===== config.mk =====
export PLATFORM = sky130hd
export DESIGN_NAME = par_out_if
export DESIGN_NICKNAME = d
export VERILOG_FILES = /design/src/rtl/par_out_if.sv
export SDC_FILE = /design/constraint.sdc
export NUM_CORES = 1
export LEC_CHECK = 0
export CAP_MARGIN = 20
export CORE_MARGIN = 3
export CORE_UTILIZATION = 35
export DETAILED_ROUTE_END_ITERATION = 10
export PLACE_DENSITY = 0.6
export RECOVER_POWER = 50
export SYNTH_ARGS = -nofsm -noshare
export SYNTH_HDL_FRONTEND = slang
export SYNTH_SLANG_ARGS = --single-unit

===== constraint.sdc =====
create_clock -name clk -period 2.42 [get_ports clk]
set_input_delay 0.726 -clock clk [delete_from_list [all_inputs] [get_ports clk]]
set_output_delay 0.726 -clock clk [all_outputs]
set_load 0.05 [all_outputs]

===== src/rtl/par_out_if.sv =====
// Parallel output interface: valid/ready FIFO feeding a registered bus with setup/strobe/hold.
// Define PAR_OUT_PARITY_EN to add the registered even-parity output dpar.
module par_out_if #(
  parameter int unsigned WIDTH   = 16,
  parameter int unsigned DEPTH   = 4,
  parameter int unsigned SETUP   = 2,
  parameter int unsigned STB_LEN = 1
) (
  input  logic                       clk,
  input  logic                       reset,
  input  logic [WIDTH-1:0]           din,
  input  logic                       din_valid,
  output logic                       din_ready,
  input  logic                       busy,
  output logic [WIDTH-1:0]           dout,
  output logic                       dstb,
  output logic                       doe,
  output logic [$clog2(DEPTH):0]     level,
  output logic                       idle
`ifdef PAR_OUT_PARITY_EN
  ,
  output logic                       dpar
`endif
);

  localparam int unsigned AW = (DEPTH > 1) ? $clog2(DEPTH) : 1;
  localparam int unsigned LW = $clog2(DEPTH) + 1;
  localparam int unsigned CW = 4;

  typedef enum logic [1:0] {StIdle, StSetup, StStrobe, StHold} state_e;

  state_e            state_q, state_d;
  logic [CW-1:0]     cnt_q, cnt_d;
  logic [WIDTH-1:0]  dout_q, dout_d;
  logic              dstb_q, dstb_d;
  logic              doe_q, doe_d;
  logic [AW-1:0]     wr_ptr_q, rd_ptr_q;
  logic [LW-1:0]     level_q, level_d;
  logic [WIDTH-1:0]  mem_q [DEPTH];

  logic push, pop, can_start;

  // Ready depends only on registered occupancy, never on busy.
  assign din_ready = (level_q != LW'(DEPTH));
  assign push      = din_valid && din_ready;
  assign can_start = (level_q != '0) && !busy;

  always_comb begin
    state_d = state_q;
    cnt_d   = cnt_q;
    dout_d  = dout_q;
    dstb_d  = dstb_q;
    doe_d   = doe_q;
    pop     = 1'b0;
    unique case (state_q)
      StIdle: begin
        doe_d  = 1'b0;
        dstb_d = 1'b0;
        if (can_start) begin
          pop     = 1'b1;
          dout_d  = mem_q[rd_ptr_q];
          doe_d   = 1'b1;
          cnt_d   = CW'(SETUP - 1);
          state_d = StSetup;
        end
      end
      StSetup: begin
        dstb_d = 1'b0;
        if (cnt_q == '0) begin
          dstb_d  = 1'b1;
          cnt_d   = CW'(STB_LEN - 1);
          state_d = StStrobe;
        end else begin
          cnt_d = cnt_q - CW'(1);
        end
      end
      StStrobe: begin
        if (cnt_q == '0) begin
          dstb_d  = 1'b0;
          state_d = StHold;
        end else begin
          cnt_d = cnt_q - CW'(1);
        end
      end
      StHold: begin
        dstb_d = 1'b0;
        // Back-to-back: reload straight from HOLD without passing through IDLE.
        if (can_start) begin
          pop     = 1'b1;
          dout_d  = mem_q[rd_ptr_q];
          doe_d   = 1'b1;
          cnt_d   = CW'(SETUP - 1);
          state_d = StSetup;
        end else begin
          doe_d   = 1'b0;
          state_d = StIdle;
        end
      end
      default: state_d = StIdle;
    endcase
  end

  always_comb begin
    level_d = level_q;
    unique case ({push, pop})
      2'b10:   level_d = level_q + LW'(1);
      2'b01:   level_d = level_q - LW'(1);
      default: level_d = level_q;
    endcase
  end

  always_ff @(posedge clk) begin
    if (reset) begin
      state_q  <= StIdle;
      cnt_q    <= '0;
      dout_q   <= '0;
      dstb_q   <= 1'b0;
      doe_q    <= 1'b0;
      wr_ptr_q <= '0;
      rd_ptr_q <= '0;
      level_q  <= '0;
    end else begin
      state_q <= state_d;
      cnt_q   <= cnt_d;
      dout_q  <= dout_d;
      dstb_q  <= dstb_d;
      doe_q   <= doe_d;
      level_q <= level_d;
      if (push) wr_ptr_q <= wr_ptr_q + AW'(1);
      if (pop)  rd_ptr_q <= rd_ptr_q + AW'(1);
    end
  end

  always_ff @(posedge clk) begin
    if (push) mem_q[wr_ptr_q] <= din;
  end

`ifdef PAR_OUT_PARITY_EN
  logic dpar_q;

  always_ff @(posedge clk) begin
    if (reset) begin
      dpar_q <= 1'b0;
    end else if (pop) begin
      dpar_q <= ^mem_q[rd_ptr_q];
    end
  end

  assign dpar = dpar_q;
`endif

  assign dout  = dout_q;
  assign dstb  = dstb_q;
  assign doe   = doe_q;
  assign level = level_q;
  assign idle  = (state_q == StIdle) && (level_q == '0);

endmodule

==> out/qor.csv <==
stage,metric,value,unit
logic_synthesis,synth_ff_type,edfxtp_1,
detailed_routing,post_drt_wl_per_cell,15.7,microns
logic_synthesis,synthArstFlopShare,0,%
logic_synthesis,syn-num-nets,266,
critical_path,start_kind,register,
critical_path,r2r_end,level[2]$_SDFFE_PP0P_,
critical_path,critical_path.cell_chain,inv_2 -> ha_4 -> or3_4 -> inv_4 -> ha_4 -> inv_1 -> fa_2 -> xor2_1 -> or3_1 -> a21oi_2,
logic_synthesis,ys_seq_area_share,66.7,%
placed_design,io_buffers,42,
logic_synthesis,syn_area,3810,sq um
logic_synthesis,syn_inst,233,
final_layout,multiInputGateArea,1200,sq um
cts,htree_levels,3,
final_layout,drive_above_1_share,22.5,%
cts,cts_buffers,9,
timing,drv_slew,0,
timing,setup_viol,0,
floorplanning,die_h,110,microns
detailed_routing,vias,2148,
final_layout,fin_nets,330,
power_and_ir_drop,p_per_area,1140,nW/um^2
critical_path,r2r-start,state_q[1]$_SDFFE_PP0P_,
job,max-cap-violations,0,
detailed_routing,vias_per_cell,4.90,
critical_path,worst_path_most_repeated_cell,ha_4,
placed_design,dp_hpwl,4430,microns
timing,clock.fmax,0.431,GHz
global_route,grt_pass1_vias,2107,
detailed_routing,wl_met2,3380,microns
timing,min_period_over_period,95.9,%
placed_design,dp_cells,421,
final_layout,final_cells,438,
critical_path,cp_data_required_time,2.72,ns
critical_path,crit_path_max_fanout,4,
final_layout,layout_commonest_cell,edfxtp_1,
global_route,globalRouteOverflowTotal,0,
hold_path,hp-class,reg -> reg,
placed_design,placed_cell_area,4580,sq um
critical_path,reg2reg_depth,10,
power_and_ir_drop,ir_worst_vdd,385,uV
cts,cts_root_buffer,clkbuf_8,
logic_synthesis,ys_ff_latch,95,
hold_path,holdPathStages,2,
detailed_routing,wl_met3,304,microns
placed_design,routabilityCongestion,0.773,
floorplanning,rows,37,
logic_synthesis,synth_cell_types,46,
detailed_routing,wl,6900,microns
final_layout,fill_cells,946,
timing,fin_skew,0.00854,ns
global_route,grt_pass1_wl,11000,microns
timing,fin_ws,0.0999,ns
critical_path,cp.arrival,2.62,ns
detailed_routing,route.detailed.drc,0,
global_route,antenna_found_initial,1,
floorplanning,core-area,10500,sq um
global_route,grt_max_degree,19,
timing,min_period,2.32,ns
detailed_routing,firstDrtPassIters,4,
logic_synthesis,synth_edf_count,64,
timing,hold_viol,0,
critical_path,slowest_stage,or3_1,
hold_path,hold_end,doe$_SDFFE_PP0P_,
logic_synthesis,ys_warn_count,0,
detailed_routing,postRouteAntennaNets,0,
floorplanning,dieArea,12200,sq um
cts,clk_pin_slew,0.10,ns
cts,cts_tree,built,
critical_path,cp-end-kind,register,
detailed_routing,highest_layer,met5,
floorplanning,ios,43,
timing,holdWs,0.474,ns
final_layout,final_cell_area,4750,sq um
power_and_ir_drop,p_leak,1.63,nW
timing,rsz0062_at_grt,false,
outcome,status,finished clean,
critical_path,path_class,reg -> reg,
floorplanning,die_w,110,microns
timing,tightest_slew,1.04,ns
detailed_routing,dr.first_iter.drc_count,96,
final_layout,final_cell_mix,"edfxtp_1, dfxtp_1, clkdlybuf4s50_1",
detailed_routing,wl_met1,3110,microns
critical_path,max_stage_delay,0.39,ns
final_layout,antenna_cells,0,
timing,slew_headroom,30.7,%
global_route,grt_use_total,12.3,%
final_layout,seqCellArea,2550,sq um
cts,hold_buffers,0,
logic_synthesis,synth_area_per_cell,16.4,sq um
hold_path,worstHoldStart,doe$_SDFFE_PP0P_,
cts,clkLatencyLatePin,0.36,ns
floorplanning,start_util,36.5,%
timing,setup_tns,0,ns
final_layout,area_growth_syn_to_layout,24.5,%
cts,clock_path_buffers,2,
cts,cts_num_sinks,95,
critical_path,r2r_slack,0.1,ns
placed_design,dp_slack,-0.436,ns
==> sequential cells by signal, indices dropped and copies added (netlist names) <==
name	flops
dstb	1
doe	1
cnt_q	4
wr_ptr_q	2
mem_q	64
dout	16
state_q	2
level	3
rd_ptr_q	2
==> repair_timing <==
action / CTS / global route
pin swaps: 1 / 4
endpoints found under the setup margin: 1 / 1
setup buffers: 1 / 0
gates resized for setup: 1 / 6
==> synthesized netlist by cell type, drive strengths merged, types with 2 or more instances <==
master | number | area, sq um
a22o | 16 | 140
a21oi | 7 | 35.0
o32ai | 2 | 17.5
dfxtp | 31 | 621
clkbuf | 5 | 33.8
o21ai | 7 | 35.0
xnor2 | 2 | 17.5
or3 | 3 | 23.8
ha | 12 | 150
xor2 | 2 | 17.5
nor3b | 2 | 26.3
edfxtp | 64 | 1920
nor3 | 4 | 31.3
a211oi | 2 | 15.0
or3b | 2 | 17.5
and2 | 2 | 12.5
nand2b | 4 | 25.0
nor2 | 12 | 52.6
o2bb2ai | 2 | 17.5
and3 | 4 | 25.0
buf | 4 | 35.0
nand2 | 5 | 18.8
mux4 | 16 | 375
inv | 12 | 47.6
==> worst max-delay path, delay by kind of cell, from the launching register on <==
family | cells | cell delay (ns)
flip-flops | 1 | 0.33
AND/OR/NAND/NOR | 2 | 0.77
buffers and inverters | 3 | 0.21
adder cells (fa/ha/maj) | 3 | 0.66
XOR/XNOR | 1 | 0.16
AO/OA/AOI/OAI | 1 | 0.12
==> stage by stage <==
stage / utilization, % / power [mW]
after floorplan: - / 3.70
after global placement: 43.8 / 4.43
after detailed placement: 43.8 / 4.47
after CTS: 45.7 / 5.48
after global routing: 45.4 / 5.77
final: 45.4 / 5.43
==> cell families after synthesis <==
logic type	Yosys count	share of synthesized area [%]
DFF	95	66.7
AOI/OAI and AO/OA	42	8.04
and+or+nand+nor	41	6.73
buffers and inverters	21	3.05
muxes	17	10.1
adders and majority gates	13	4.46
xor gates and xnor gates	4	0.919
==> final cells by class <==
class	count	area share, %
clock buffers	9	2.61
clock inverters	7	1.32
inverters	12	1.00
multi-input cells	117	25.3
flip-flops and latches	95	53.7
well taps	136	3.58
repair buffers	62	12.5
==> layer usage <==
metal	GRT usage, %	vias up
met2	19.0	37
met4	4.75	2
met5	0	-
li1	-	1035
met1	16.3	1068
met3	3.55	6
==> where the power goes <==
part	leakage (nW)	internal [mW]	total, mW	switching, mW
registers	0.842	2.01	2.19	0.177
clock network	0.0936	0.399	1.00	0.601
logic	0.694	1.01	2.25	1.24
total	1.63	3.42	5.43	2.02
==> worst max path at each step <==
| stage | from | end | slack, ns | cells past startpoint |
|---|---|---|---|---|
| after CTS | busy | level[2]$_SDFFE_PP0P_ | 0.005 | 9 |
| after global routing | level[2]$_SDFFE_PP0P_ | level[2]$_SDFFE_PP0P_ | 0.01 | 9 |
| final | state_q[1]$_SDFFE_PP0P_ | level[2]$_SDFFE_PP0P_ | 0.1 | 10 |
| after detailed placement | busy | level[2]$_SDFFE_PP0P_ | -0.44 | 9 |
| after floorplan | level[2]$_SDFFE_PP0P_ | level[2]$_SDFFE_PP0P_ | 0.01 | 9 |
| after global placement | busy | level[2]$_SDFFE_PP0P_ | -0.41 | 9 |
No activity file was read; power rests on OpenSTA's default activity.
